## src/rtl/debounce_pkg.sv

```systemverilog
// Shared definitions for the two-channel switch debouncer: per-channel FSM
// state encodings and the default stability window.
package debounce_pkg;

  // 10 ms at 100 MHz
  localparam int unsigned STABLE_CNT_DEFAULT = 1000000;

  localparam logic [1:0] ST_LOW_STABLE  = 2'd0;
  localparam logic [1:0] ST_WAIT_HIGH   = 2'd1;
  localparam logic [1:0] ST_HIGH_STABLE = 2'd2;
  localparam logic [1:0] ST_WAIT_LOW    = 2'd3;

endpackage : debounce_pkg

```

## src/rtl/debounce_ch.sv

```systemverilog
// Single debounce channel: two-flop synchronizer, 4-state stability FSM with
// its own counter, and optional registered edge pulses.
// Edge pulses exist only when DEBOUNCE2_EDGE_EN is defined; otherwise rise_o
// and fall_o are tied low and no edge flops are built.
//
// state          | meaning
// ST_LOW_STABLE  | accepted level is 0, synchronized input agrees
// ST_WAIT_HIGH   | input went 1, counting stable clocks before accepting 1
// ST_HIGH_STABLE | accepted level is 1, synchronized input agrees
// ST_WAIT_LOW    | input went 0, counting stable clocks before accepting 0
module debounce_ch
  import debounce_pkg::*;
#(
  parameter int unsigned STABLE_CNT = STABLE_CNT_DEFAULT,
  parameter int unsigned CNT_W      = 20
) (
  input  logic clk_i,
  input  logic rst_i,
  input  logic raw_i,
  output logic level_o,
  output logic rise_o,
  output logic fall_o
);

  localparam logic [CNT_W-1:0] CNT_LAST = CNT_W'(STABLE_CNT - 1);
  localparam logic [CNT_W-1:0] CNT_ONE  = CNT_W'(1);

  logic             s1_q, s2_q;
  logic [1:0]       state_q, state_d;
  logic [CNT_W-1:0] cnt_q, cnt_d;
  logic             level_q, level_d;

  // Bring the asynchronous switch level into the clk domain.
  always_ff @(posedge clk_i) begin
    if (rst_i) begin
      s1_q <= 1'b0;
      s2_q <= 1'b0;
    end else begin
      s1_q <= raw_i;
      s2_q <= s1_q;
    end
  end

  // Next-state logic: a level is accepted only after STABLE_CNT consecutive
  // clocks of agreement; any reversion aborts and clears the count.
  always_comb begin
    state_d = state_q;
    cnt_d   = cnt_q;
    level_d = level_q;
    case (state_q)
      ST_LOW_STABLE: begin
        if (s2_q) begin
          state_d = ST_WAIT_HIGH;
          cnt_d   = CNT_ONE;
        end
      end
      ST_WAIT_HIGH: begin
        if (!s2_q) begin
          state_d = ST_LOW_STABLE;
          cnt_d   = '0;
        end else if (cnt_q == CNT_LAST) begin
          state_d = ST_HIGH_STABLE;
          level_d = 1'b1;
          cnt_d   = '0;
        end else begin
          cnt_d = cnt_q + CNT_ONE;
        end
      end
      ST_HIGH_STABLE: begin
        if (!s2_q) begin
          state_d = ST_WAIT_LOW;
          cnt_d   = CNT_ONE;
        end
      end
      ST_WAIT_LOW: begin
        if (s2_q) begin
          state_d = ST_HIGH_STABLE;
          cnt_d   = '0;
        end else if (cnt_q == CNT_LAST) begin
          state_d = ST_LOW_STABLE;
          level_d = 1'b0;
          cnt_d   = '0;
        end else begin
          cnt_d = cnt_q + CNT_ONE;
        end
      end
      default: begin
        state_d = ST_LOW_STABLE;
        cnt_d   = '0;
        level_d = 1'b0;
      end
    endcase
  end

  // State, counter and accepted level registers.
  always_ff @(posedge clk_i) begin
    if (rst_i) begin
      state_q <= ST_LOW_STABLE;
      cnt_q   <= '0;
      level_q <= 1'b0;
    end else begin
      state_q <= state_d;
      cnt_q   <= cnt_d;
      level_q <= level_d;
    end
  end

  assign level_o = level_q;

`ifdef DEBOUNCE2_EDGE_EN
  logic rise_q, fall_q;

  // Edge pulses register on the same edge as the level, so they line up with it.
  always_ff @(posedge clk_i) begin
    if (rst_i) begin
      rise_q <= 1'b0;
      fall_q <= 1'b0;
    end else begin
      rise_q <= level_d & ~level_q;
      fall_q <= ~level_d & level_q;
    end
  end

  assign rise_o = rise_q;
  assign fall_o = fall_q;
`else
  assign rise_o = 1'b0;
  assign fall_o = 1'b0;
`endif

endmodule : debounce_ch

```

## src/rtl/debounce2.sv

```systemverilog
// Two independent debounced switch inputs feeding a downstream two-input gate.
// in_raw[0] -> a, in_raw[1] -> b. Edge pulses on rise/fall are built only
// with DEBOUNCE2_EDGE_EN defined; otherwise both are constant 0.
module debounce2
  import debounce_pkg::*;
#(
  parameter int unsigned STABLE_CNT = STABLE_CNT_DEFAULT,
  parameter int unsigned CNT_W      = 20
) (
  input  logic       clk,
  input  logic       rst,
  input  logic [1:0] in_raw,
  output logic       a,
  output logic       b,
  output logic [1:0] rise,
  output logic [1:0] fall
);

  // Reject stability windows the counter cannot hold, or too short to filter.
  if (STABLE_CNT < 2 || 64'(STABLE_CNT) > ((64'd1 << CNT_W) - 64'd1)) begin : g_bad_cfg
    $error("debounce2: STABLE_CNT out of range for CNT_W");
  end

  logic [1:0] level;

  for (genvar i = 0; i < 2; i++) begin : g_ch
    debounce_ch #(
      .STABLE_CNT (STABLE_CNT),
      .CNT_W      (CNT_W)
    ) u_ch (
      .clk_i   (clk),
      .rst_i   (rst),
      .raw_i   (in_raw[i]),
      .level_o (level[i]),
      .rise_o  (rise[i]),
      .fall_o  (fall[i])
    );
  end

  assign a = level[0];
  assign b = level[1];

endmodule : debounce2

```

## config.mk

```make
export PLATFORM = sky130hd
export DESIGN_NAME = debounce2
export DESIGN_NICKNAME = d
export VERILOG_FILES = /design/src/rtl/debounce_pkg.sv /design/src/rtl/debounce_ch.sv /design/src/rtl/debounce2.sv
export SDC_FILE = /design/constraint.sdc
export NUM_CORES = 1
export LEC_CHECK = 0
export CAP_MARGIN = 25
export CORE_MARGIN = 3
export CORE_UTILIZATION = 65
export DETAILED_ROUTE_END_ITERATION = 10
export DONT_BUFFER_PORTS = 1
export PLACE_DENSITY = 0.85
export SYNTH_ARGS = -nofsm -noshare
export SYNTH_HDL_FRONTEND = slang
export SYNTH_SLANG_ARGS = --single-unit
```

## constraint.sdc

```tcl
create_clock -name clk -period 4.35 [get_ports clk]
set_clock_uncertainty 0.05 [all_clocks]
set_input_delay 0.87 -clock clk [delete_from_list [all_inputs] [get_ports clk]]
set_output_delay 0.87 -clock clk [all_outputs]
set_load 0.1 [all_outputs]
```

After elaboration in Yosys (flattened, before gate mapping). Index checks and enable logic that the tools add are counted.

Eq/ne operators: 24. $add $sub $neg: 2. Reduce and logical (&&, ||, !) cells: 10. Mux-type cells: 36.

Operator list (count): 2-to-1 mux 20 bit (10); one-hot mux 20 bit (4 select lines) (2); adder 20 x 1 -> 20 bit (second input constant) (2); == test 20 bit (second input constant) (2); 2-to-1 mux 2 bit (12); != test 2 x 1 -> 1 bit (second input constant) (8); one-hot mux 2 bit (4 select lines) (2); AND reduction 5 bit (2); == test 2 bit (second input constant) (4); 2-to-1 mux 1 bit (8); != test 2 bit (second input constant) (4); AND reduction 4 bit (2); != test 3 x 1 -> 1 bit (second input constant) (2); != test 3 bit (second input constant) (2); == test 2 x 1 -> 1 bit (second input constant) (2); zero test 2 bit (2); one-hot mux 1 bit (2 select lines) (2); AND reduction 2 bit (2); nonzero test 2 bit (2).

Logic and storage cells: 82. Bits of input ports: 4. Output and inout port bits: 6. Bits in registers: 50.

Logic depth before layout (Yosys ltp).
Depth in word-level cells: 4. Mapped depth: 7. Gate-level depth less buffers: 6.

Hierarchy. From an unflattened synthesis, not the netlist that was laid out.

Cells, all modules: 306. Area, all modules: 2582.5 sq um.

Modules (own cells, without submodules): debounce_ch (area each 1291.2 sq um, cells an instance 153, times used 2).

Worst setup path after synthesis. Ideal clock, no wire load.

Kind: input -> register. From: in rst. To: reg g_ch[1].u_ch.cnt_q[9]. Stages on the path: 4. Setup time: 0.070 ns. Path slack: 2.359 ns. Arrival time: 1.871 ns. Required time: 4.230 ns. Path buffers: 1. Cell sequence: clkbuf_1 -> nor3_1 -> a21oi_1 -> a21oi_1.

RTL lines: start, declared (line debounce2.sv:11) `input logic rst,`; end signal, assigned (line debounce_ch.sv:103) `cnt_q <= cnt_d;`; end, declared (line debounce_ch.sv:30) `logic [CNT_W-1:0] cnt_q, cnt_d;`.

Worst setup path after layout.
From: reg g_ch[0].u_ch.cnt_q[0]. To: reg g_ch[0].u_ch.cnt_q[15].

Word-level cells in the longest chain between the ends: 4. Elaborated cells on any way between the ends: 6.

RTL lines: start, declared (line debounce_ch.sv:30); start signal, assigned (line debounce_ch.sv:103); adder 20 x 1 -> 20 bit / == test 20 bit (equally long branches); 2-to-1 mux 20 bit * (line debounce_ch.sv:61, debounce_ch.sv:79); 2-to-1 mux 20 bit (on tied branches) (line debounce_ch.sv:76, debounce_ch.sv:58); one-hot mux 20 bit (4 select lines) * (line debounce_ch.sv:50) `case (state_q)`.

Mark *: on every way between the ends. The rest lies on a longest branch, timed or not. A chain may end at the register's enable or synchronous reset.

==> flow_summary.ini <==
[status]
status = completed

[synth]
synth_largest_area_cell = dfxtp_1
synth_cell_types = 50
ys_top_cells_by_area = dfxtp_1 (39%), a31oi_1 (5.4%), nand2_1 (4.4%)
ys_seq_elements = 50
seq_area_frac_synth = 0.3949
synth_edf_count = 0
ys.flop_type = dfxtp_1
synthTopCellsByCount = dfxtp_1 (50), nand2_1 (30), a21oi_1 (22), a31oi_1 (22), nor2_1 (22)
syn_inst = 309
ys_async_sr_fraction = 0
yosysMostFrequentCell = dfxtp_1
synth_area_per_cell_um2 = 8.204
yosysWarnings = 0
synth_top_cell_area_share = 0.3949
syn-cell-area_mm2 = 0.002535

[global_route]
grt_max_degree = 27
track_usage = 0.2515
overflow = 0
grt_pass1_wl_um = 9039
grt_pass1_vias = 1992
antenna_found_initial = 0

[power_and_ir_drop]
finalPower_mw = 0.7868
leakagePower_nw = 0.8208
powerDensity_mw_per_mm2 = 297.0
vdd_drop_max_v = 0.0002568

[finish]
syn_to_final_growth_pct = 4.492
fin_nets = 314
multiInputGateArea_mm2 = 0.001448
num_antenna_cells = 0
drive_above_1_share = 0.07468
fillCellCount = 287
register_area_mm2 = 0.001001

[die]
num_io_pins = 10
fp.coreArea_mm2 = 0.003716
fp.dieW_um = 68.45
initial_core_util = 0.6822
die-area_mm2 = 0.004685
rows = 22
fp.dieH_um = 68.45

[routing]
drc = 0
dr.pass1.iters = 5
vias = 2286
via_per_inst = 6.421
wl_um = 5346
antenna_left = 0
wl_per_cell_um = 15.02
drt_iter0_drc = 234

[worst_setup_path]
startpoint = g_ch[0].u_ch.cnt_q[0]$_SDFFE_PP0P_
path_cells = ha_1 > nand3_1 > nor4_2 > a211oi_2 > buf_6 > a41oi_1 > a31oi_1
critical_path_class = flip-flop to flip-flop
cp-start-kind = flip-flop
worstPathRequired_ps = 4470
max_stage_delay_ps = 520
r2r-end = g_ch[0].u_ch.cnt_q[15]$_SDFFE_PP0P_
arrival_ps = 2370
path_delay_family = simple AND/OR/NAND/NOR gates
endpoint = g_ch[0].u_ch.cnt_q[15]$_SDFFE_PP0P_
r2r_cells = 7
end_kind = flip-flop
timing.reg2reg.setup_slack_ps = 2110
timing.rr.start = g_ch[0].u_ch.cnt_q[0]$_SDFFE_PP0P_
cp_num_buf_inv = 1
crit_path_max_fanout = 14
critPathSlowestCell = nor4_2
worstSetupPathDepth = 7

[clock_network]
clock_sinks = 50
htree_num_levels = 2
cts_max_path_buffers = 2
cts_setup_buffers = 0
cts_hold_buffers = 0
cts.clk_slew.worst_paths_ps = 90
cts_buffers = 5
cts_resized = 0
clkLatencyLatePin_ps = 300
cts-root-buf = clkbuf_8
cts_tree = built

[sta]
fmax_ghz = 0.4459
period_needed_ps = 2243
finalMaxSlewViolations = 0
rsz0062_at_grt = no
relSlewSlack = 0.3488
worstMarginPinSlew_ps = 975.5
hold_viol_final = 0
finalSetupViolations = 0
layout_setup_ws_ps = 2107
setup_tns_ps = 0
fin_crit_sh = 0.5156

[placement]
port_buffers = 0
place_hpwl_um = 3769
pre_cts_ws_ps = 2133
gp_congestion = 0.8571

[run]
drv_cap = 0

[worst_hold_path]
min_from = g_ch[1].u_ch.s1_q$_SDFF_PP0_
hp-class = flip-flop to flip-flop
## worst register-to-register path, cell delays in order (launching register included)
cell      delay, ps
dfxtp_1         400
ha_1            200
nand3_1         240
nor4_2          520
a211oi_2        250
buf_6           210
a41oi_1         200
a31oi_1          60
## registers in the layout, summed over array words and instances, names as in the netlist, named ones only
name	count
g_ch.u_ch.cnt_q	40
g_ch.u_ch.level_o	2
g_ch.u_ch.s1_q	2
g_ch.u_ch.s2_q	2
g_ch.u_ch.state_q	2
## logic make-up after synthesis
family	share of synthesized area
flops	0.3949
other cells	0.001479
mux	0.01185
buf+inv	0.04047
compound gates	0.2206
xor+xnor	0.02715
fa+ha+maj	0.01481
simple gates	0.2887
## cells in the final DEF (no fill, tap or decap), drive strengths merged, types with 5 or more instances in the layout
cell type and n:
xor2 5, a41oi 5, o21ai 15, clkbuf 7
nor2 22, a21oi 22, nand2 31, a31oi 22
nor4 5, nand3 17, nand4 12, inv 6
nor2b 5, dfxtp 50, nand2b 7, or3 8
nor3 12
## metrics by stage
stage	instance area, um2	hold slack, ps	utilization	std cells
final	2649	400.3	0.7128	356
after global routing	2649	402.4	0.7128	356
after CTS	2649	400.3	0.7128	356
after detailed placement	2557	373.1	0.6882	348
after global placement	2546	374.7	0.6852	347
after floorplan	2546	363.8	-	312
## how the worst min path moves through the flow
stage / endpoint / cells after the start
3_3_place_gp: g_ch[1].u_ch.s2_q$_SDFF_PP0_ / 1
4_1_cts: g_ch[1].u_ch.s2_q$_SDFF_PP0_ / 1
5_1_grt: g_ch[1].u_ch.s2_q$_SDFF_PP0_ / 1
3_5_place_dp: g_ch[1].u_ch.s2_q$_SDFF_PP0_ / 1
6_report: g_ch[1].u_ch.s2_q$_SDFF_PP0_ / 1
2_1_floorplan: g_ch[0].u_ch.s2_q$_SDFF_PP0_ / 1
## where the power goes
part / switching [mW] / internal (mW) / total, mW
Clock: 0.147 / 0.129 / 0.275
Combinational: 0.0314 / 0.0110 / 0.0424
Sequential: 0.00585 / 0.463 / 0.469
## final cells by class
type,instances,share of cell area
flip-flops and latches,50,0.3779
multi-input cells,241,0.5465
inverters,6,0.008503
clock buffers,7,0.03259
repair buffers,3,0.009920
well taps,48,0.02267
clock inverters,1,0.001889
## per-layer routing
| metal | GRT usage | up-vias | wire length, um |
|---|---|---|---|
| met5 | 0 | - | 0 |
| met1 | 0.3725 | 1041 | 2518 |
| met2 | 0.3552 | 89 | 2401 |
| met3 | 0.06568 | 5 | 380 |
| li1 | - | 1151 | - |
| met4 | 0.06948 | 0 | 46 |
Note: power is estimated with default switching activity, not from simulation.
